--- src/rtl/player_ctrl_if.sv ---
// Fire handshake between player_ctrl and the projectile engine.
// The master drives the shot request; the slave answers with ready/done.
interface player_ctrl_if #(
   parameter int unsigned X_W   = 5,
   parameter int unsigned AIM_W = 3
) ();

   logic             fire_valid;
   logic             fire_ready;
   logic [X_W-1:0]   fire_x;
   logic [AIM_W-1:0] fire_aim;
   logic             shot_done;

   modport master (
      output fire_valid,
      output fire_x,
      output fire_aim,
      input  fire_ready,
      input  shot_done
   );

   modport slave (
      input  fire_valid,
      input  fire_x,
      input  fire_aim,
      output fire_ready,
      output shot_done
   );

endinterface

--- src/rtl/player_ctrl.sv ---
// Turns button action pulses into player column/aim, a new-game handshake
// and a valid/ready fire request with shot count and post-shot cooldown.
module player_ctrl #(
   parameter int unsigned X_W      = 5,
   parameter int unsigned X_MAX    = 23,
   parameter int unsigned X_INIT   = 12,
   parameter int unsigned AIM_W    = 3,
   parameter int unsigned AIM_INIT = 4,
   parameter int unsigned COOLDOWN = 8
) (
   input  logic             clk,
   input  logic             reset,
   input  logic             ena,
   input  logic             left_x,
   input  logic             right_x,
   input  logic             left_aim,
   input  logic             right_aim,
   input  logic             shoot_in,
   input  logic [4:0]       select,
   output logic [X_W-1:0]   player_x,
   output logic [AIM_W-1:0] aim,
   output logic             clear_req,
   output logic             game_active,
   output logic [7:0]       shots_fired,
   player_ctrl_if.master    fire
);

   localparam int unsigned CNT_W = (COOLDOWN > 1) ? $clog2(COOLDOWN) : 1;

   localparam logic [X_W-1:0]   X_MAX_V    = X_W'(X_MAX);
   localparam logic [X_W-1:0]   X_INIT_V   = X_W'(X_INIT);
   localparam logic [AIM_W-1:0] AIM_MAX_V  = {AIM_W{1'b1}};
   localparam logic [AIM_W-1:0] AIM_INIT_V = AIM_W'(AIM_INIT);
   localparam logic [CNT_W-1:0] CNT_LOAD   = CNT_W'(COOLDOWN - 1);
   localparam logic [4:0]       SEL_NG1    = 5'b00010;
   localparam logic [4:0]       SEL_NG2    = 5'b00100;

   typedef enum logic [2:0] {
      IDLE,
      ARM,
      CLEAR,
      PLAY,
      FIRE,
      FLIGHT,
      COOLDOWN_S
   } state_t;

   state_t           state, state_d;
   logic [CNT_W-1:0] cnt, cnt_d;

   logic [X_W-1:0]   player_x_d, fire_x_q, fire_x_d;
   logic [AIM_W-1:0] aim_d, fire_aim_q, fire_aim_d;
   logic             fire_valid_q, fire_valid_d;
   logic             clear_req_d, game_active_d;
   logic [7:0]       shots_d;
   logic             new_game;

   assign new_game        = (select == SEL_NG1);
   assign fire.fire_valid = fire_valid_q;
   assign fire.fire_x     = fire_x_q;
   assign fire.fire_aim   = fire_aim_q;

   // State and registered outputs; enable freezes everything, reset overrides it.
   always_ff @(posedge clk) begin
      if (reset) begin
         state        <= IDLE;
         cnt          <= '0;
         player_x     <= X_INIT_V;
         aim          <= AIM_INIT_V;
         fire_valid_q <= 1'b0;
         fire_x_q     <= '0;
         fire_aim_q   <= '0;
         clear_req    <= 1'b0;
         game_active  <= 1'b0;
         shots_fired  <= '0;
      end else if (ena) begin
         state        <= state_d;
         cnt          <= cnt_d;
         player_x     <= player_x_d;
         aim          <= aim_d;
         fire_valid_q <= fire_valid_d;
         fire_x_q     <= fire_x_d;
         fire_aim_q   <= fire_aim_d;
         clear_req    <= clear_req_d;
         game_active  <= game_active_d;
         shots_fired  <= shots_d;
      end
   end

   // Next state; a phase-1 select restarts the new-game sequence from anywhere.
   always_comb begin
      state_d = state;
      cnt_d   = cnt;
      if (new_game) begin
         state_d = ARM;
      end else begin
         unique case (state)
            IDLE:       state_d = IDLE;
            ARM:        state_d = (select == SEL_NG2) ? CLEAR : IDLE;
            CLEAR:      state_d = PLAY;
            PLAY:       if (shoot_in) state_d = FIRE;
            FIRE:       if (fire_valid_q && fire.fire_ready) state_d = FLIGHT;
            FLIGHT: begin
               if (fire.shot_done) begin
                  state_d = COOLDOWN_S;
                  cnt_d   = CNT_LOAD;
               end
            end
            COOLDOWN_S: begin
               if (cnt == '0) state_d = PLAY;
               else           cnt_d   = cnt - CNT_W'(1);
            end
            default:    state_d = IDLE;
         endcase
      end
   end

   // Next values of the registered outputs.
   always_comb begin
      player_x_d    = player_x;
      aim_d         = aim;
      fire_x_d      = fire_x_q;
      fire_aim_d    = fire_aim_q;
      shots_d       = shots_fired;
      fire_valid_d  = (state_d == FIRE);
      clear_req_d   = (state_d == CLEAR);
      game_active_d = (state_d inside {PLAY, FIRE, FLIGHT, COOLDOWN_S});

      if (!new_game) begin
         if (state == ARM && select == SEL_NG2) begin
            player_x_d = X_INIT_V;
            aim_d      = AIM_INIT_V;
            shots_d    = '0;
         end

         if (state inside {PLAY, FLIGHT, COOLDOWN_S}) begin
            if (left_x && !right_x && player_x != '0)
               player_x_d = player_x - X_W'(1);
            else if (right_x && !left_x && player_x < X_MAX_V)
               player_x_d = player_x + X_W'(1);

            if (left_aim && !right_aim && aim != '0)
               aim_d = aim - AIM_W'(1);
            else if (right_aim && !left_aim && aim != AIM_MAX_V)
               aim_d = aim + AIM_W'(1);
         end

         // Shot position is captured from the values before this cycle's move.
         if (state == PLAY && shoot_in) begin
            fire_x_d   = player_x;
            fire_aim_d = aim;
         end

         if (state == FIRE && fire_valid_q && fire.fire_ready && shots_fired != 8'hFF)
            shots_d = shots_fired + 8'd1;
      end
   end

endmodule

--- src/flat_wrapper.sv ---
// flat-port wrapper written by rule: the top's interface ports become plain ports
module player_ctrl_flat 
#(
   parameter int unsigned X_W      = 5,
   parameter int unsigned X_MAX    = 23,
   parameter int unsigned X_INIT   = 12,
   parameter int unsigned AIM_W    = 3,
   parameter int unsigned AIM_INIT = 4,
   parameter int unsigned COOLDOWN = 8
)
  (clk, reset, ena, left_x, right_x, left_aim, right_aim, shoot_in, select, player_x, aim, clear_req, game_active, shots_fired, fire_fire_valid, fire_fire_x, fire_fire_aim, fire_fire_ready, fire_shot_done);
  player_ctrl_if #(.X_W(X_W), .AIM_W(AIM_W)) fire_i ();
  input  logic clk;
  input  logic reset;
  input  logic ena;
  input  logic left_x;
  input  logic right_x;
  input  logic left_aim;
  input  logic right_aim;
  input  logic shoot_in;
  input  logic [4:0] select;
  output logic [X_W-1:0] player_x;
  output logic [AIM_W-1:0] aim;
  output logic clear_req;
  output logic game_active;
  output logic [7:0] shots_fired;
  output wire logic [$bits(fire_i.fire_valid)-1:0] fire_fire_valid;
  output wire logic [$bits(fire_i.fire_x)-1:0] fire_fire_x;
  output wire logic [$bits(fire_i.fire_aim)-1:0] fire_fire_aim;
  input wire logic [$bits(fire_i.fire_ready)-1:0] fire_fire_ready;
  input wire logic [$bits(fire_i.shot_done)-1:0] fire_shot_done;
  assign fire_fire_valid = fire_i.fire_valid;
  assign fire_fire_x = fire_i.fire_x;
  assign fire_fire_aim = fire_i.fire_aim;
  assign fire_i.fire_ready = fire_fire_ready;
  assign fire_i.shot_done = fire_shot_done;
  player_ctrl #(.X_W(X_W), .X_MAX(X_MAX), .X_INIT(X_INIT), .AIM_W(AIM_W), .AIM_INIT(AIM_INIT), .COOLDOWN(COOLDOWN)) u_core (.clk(clk), .reset(reset), .ena(ena), .left_x(left_x), .right_x(right_x), .left_aim(left_aim), .right_aim(right_aim), .shoot_in(shoot_in), .select(select), .player_x(player_x), .aim(aim), .clear_req(clear_req), .game_active(game_active), .shots_fired(shots_fired), .fire(fire_i));
endmodule
--- config.mk ---
export PLATFORM = sky130hd
export DESIGN_NAME = player_ctrl_flat
export DESIGN_NICKNAME = d
export VERILOG_FILES = /design/src/rtl/player_ctrl_if.sv /design/src/rtl/player_ctrl.sv /design/src/flat_wrapper.sv
export SDC_FILE = /design/constraint.sdc
export NUM_CORES = 1
export LEC_CHECK = 0
export ABC_AREA = 1
export BUFFER_PORTS_ARGS = -buffer_cell sky130_fd_sc_hd__buf_4
export CAP_MARGIN = 20
export CELL_PAD_IN_SITES_DETAIL_PLACEMENT = 1
export CELL_PAD_IN_SITES_GLOBAL_PLACEMENT = 2
export CORE_ASPECT_RATIO = 2
export CORE_MARGIN = 4
export CORE_UTILIZATION = 32
export CTS_BUF_LIST = sky130_fd_sc_hd__clkbuf_4
export CTS_CLUSTER_DIAMETER = 150
export CTS_CLUSTER_SIZE = 30
export DETAILED_ROUTE_END_ITERATION = 7
export GPL_ROUTABILITY_DRIVEN = 1
export PLACE_DENSITY_LB_ADDON = 0.25
export SLEW_MARGIN = 40
export SYNTH_ARGS = -nofsm -noshare
export SYNTH_HDL_FRONTEND = slang
export SYNTH_SLANG_ARGS = --single-unit
--- constraint.sdc ---
create_clock -name clk -period 1.7 [get_ports clk]
set_input_delay 0.34 -clock clk [delete_from_list [all_inputs] [get_ports clk]]
set_output_delay 0.34 -clock clk [all_outputs]
set_load 0.05 [all_outputs]
==> metrics <==
post-synthesis cell count=312; Post-Synth Adder-Cell Area=0.0512; Post-CTS Setup Inserts=0; Power Density=662 nW/µm²; Slew headroom=0.782; post-DR wirelength/cell=between 10 and 15 µm; root buffer cell=clkbuf_4; P_leak=1.29 nW; Die Y=125 µm; gr usage total=0.169; mux share of post-synthesis cell area=0; Arr. time, crit path=about 1.8 ns; register area=672 µm²; Min Hold Slack=0.271 ns; Yosys reg bits=33; Post-synth EDFFs=0; Synth Area in XOR/XNOR=0.0319; multi-input logic area=about 1300 µm²; initial core utilization=0.329; # fillers=881; DP HPWL=5220 µm; Final setup violation count=0; CTS Buf Count=5; Max clock buf depth=2; via count=between 2000 and 2500; ys flop type=dfxtp_1; fin. max-slew vios=0; largest net degree at the start of global routing=19; post-CTS resize count=0; Commonest cells post-synth=nand2_1, inv_1, dfxtp_1; Layout Area Growth over Synthesis=26.1%; top-area cell type share of the netlist area=0.301; CP startpoint kind=flop; status=finished, final reports clean; initial drt markers=60; Vias/cell=4.82; Hold Crit Class=in2reg; Worst-Margin Slew=0.325 ns; Setup Skew=~0.012 ns; num ports=42; vias in the first global route=2319; largest family of logic cells by synthesized area=simple AND/OR/NAND/NOR gates; Syn Area/Cell=roughly 7.0 µm²; Max Cap Violations=0; clock slew at reported path FFs=roughly 0.12 ns; DRC viols=0; compound-gate portion of the synthesized area=0.126; fin crit share=0.905; Distinct cells, synth=34; Yosys top cell by area=dfxtp_1; CTS tree=yes; Max Freq=0.650 GHz; Post-Route WL=roughly 6400 µm; layout cells sized above 1=0.303; Setup CP Type=reg2reg; clk sinks=33; die area=8340 µm²; WP data required=1.99 ns; Hold Fails Final Rpt=0; Crit Path Max Fanout=7; CTS Hold Bufs=0; most common cell in the netlist=nand2_1; register area share after synthesis=0.301; top cells by area, synth=dfxtp_1, nand2_1, inv_1; first-pass GRT wire length=approximately 11000 µm; Async SR Flop Fraction=0; Tmin final=1.54 ns; Syn Nets=336; RSZ-0062 raised after global routing=no; Cell Area, Synth=2200 µm²; Max VDD drop=376 µV; Pre-antenna DRT Iters=4; Site Rows=42; Port Buffers=41; initial antenna violation count=1; post-synthesis simple-gate area fraction=0.369; Critical Path End Type=flop; Die Width=~67 µm; clk_lat worst skew=0.36 ns; Ys Warns=0; Routed Antenna Nets=0; gpl congestion=0.825; Final Net Count=about 390; H-Tree Depth=2; GRT overflow=0; final core occ=0.415; core area=6670 µm²; TNS Setup=0 ns
metal layers:
layer	vias up	GRT usage	wire, µm
met3	10	0.0215	176
met1	1037	0.157	2260
li1	1098	-	-
met2	34	0.340	3870
met5	-	0	0
met4	0	0.0743	138
layout by cell type, fill, tap and decap left out, drive strengths merged:
cell type / netlist / routed
a21oi: 27 / 27
xnor2: 1 / 1
nand4: 7 / 7
nor3: 5 / 5
nor2: 29 / 29
o22ai: 3 / 3
nor4: 1 / 1
nand3: 30 / 30
nand3b: 1 / 1
nand2: 75 / 75
clkinv: 0 / 1
bufinv: 0 / 2
buf: 6 / 50
inv: 53 / 53
or2: 1 / 1
dfxtp: 33 / 33
ha: 9 / 9
clkbuf: 1 / 5
diode: 0 / 1
nor3b: 2 / 2
xor2: 7 / 7
o21ai: 21 / 21
power by group:
group	total, W	switching [W]	internal [W]
Combinational	0.000256	0.000163	0.0000923
Sequential	0.000815	0.0000255	0.000789
Clock	0.000765	0.000310	0.000455
Total	0.00184	0.000499	0.00134
cells by family (layout without fill, tap and decap cells):
| group | Yosys count | count (layout) |
|---|---|---|
| simple gates | 151 | 151 |
| buf+inv | 60 | 111 |
| compound gates | 51 | 51 |
| flops | 33 | 33 |
| fa+ha+maj | 9 | 9 |
| xor+xnor | 8 | 8 |
| other cells | 0 | 1 |
critical path, stage by stage, from the launching register on:
cell and delay (ns):
dfxtp_2 0.38, ha_1 0.20, nand2_2 0.08, nor2_2 0.12, nand3_2 0.10, nand2_4 0.09, inv_4 0.05, o21ai_4 0.24
nand2_1 0.08, a21oi_1 0.12
final timing paths:
kind	from	to	slack [ns]	cells past startpoint
setup / recovery	u_core.shots_fired[1]$_SDFFE_PP0P_	u_core.shots_fired[7]$_SDFFE_PP0P_	0.16	9
hold / removal	ena	u_core.state[2]$_SDFFE_PP0P_	0.27	2
setup reg to reg	u_core.shots_fired[1]$_SDFFE_PP0P_	u_core.shots_fired[7]$_SDFFE_PP0P_	0.16	9
hold reg to reg	u_core.fire.fire_aim[1]$_SDFFE_PP0P_	u_core.fire.fire_aim[1]$_SDFFE_PP0P_	0.45	2
state kept, by name, indices dropped and copies added (netlist names):
| name | count |
|---|---|
| u_core.aim | 3 |
| u_core.clear_req | 1 |
| u_core.cnt | 3 |
| u_core.fire.fire_aim | 3 |
| u_core.fire.fire_valid | 1 |
| u_core.fire.fire_x | 5 |
| u_core.game_active | 1 |
| u_core.player_x | 5 |
| u_core.shots_fired | 8 |
| u_core.state | 3 |
per-stage QoR:
step | setup slack, ns | cell area [µm²] | std cells | total power [W]
global placement | 0.0935 | 2640 | 443 | 0.00109
global route | 0.000393 | 2770 | 452 | 0.00193
finish | 0.162 | 2770 | 452 | 0.00184
CTS | 0.0475 | 2750 | 451 | 0.00186
detailed placement | 0.0695 | 2640 | 443 | 0.00109
floorplan | 0.0133 | 2200 | 312 | 0.00100
cell type report:
class                   instances  share of cell area
diodes                          1            0.000903
clock buffers                   5              0.0135
clock inverters                 3              0.0235
inverters                      53              0.0745
multi-input cells             219               0.465
flip-flops and latches         33               0.242
well taps                      88              0.0397
repair buffers                 50               0.140
No activity file was read; power rests on OpenSTA's default activity.
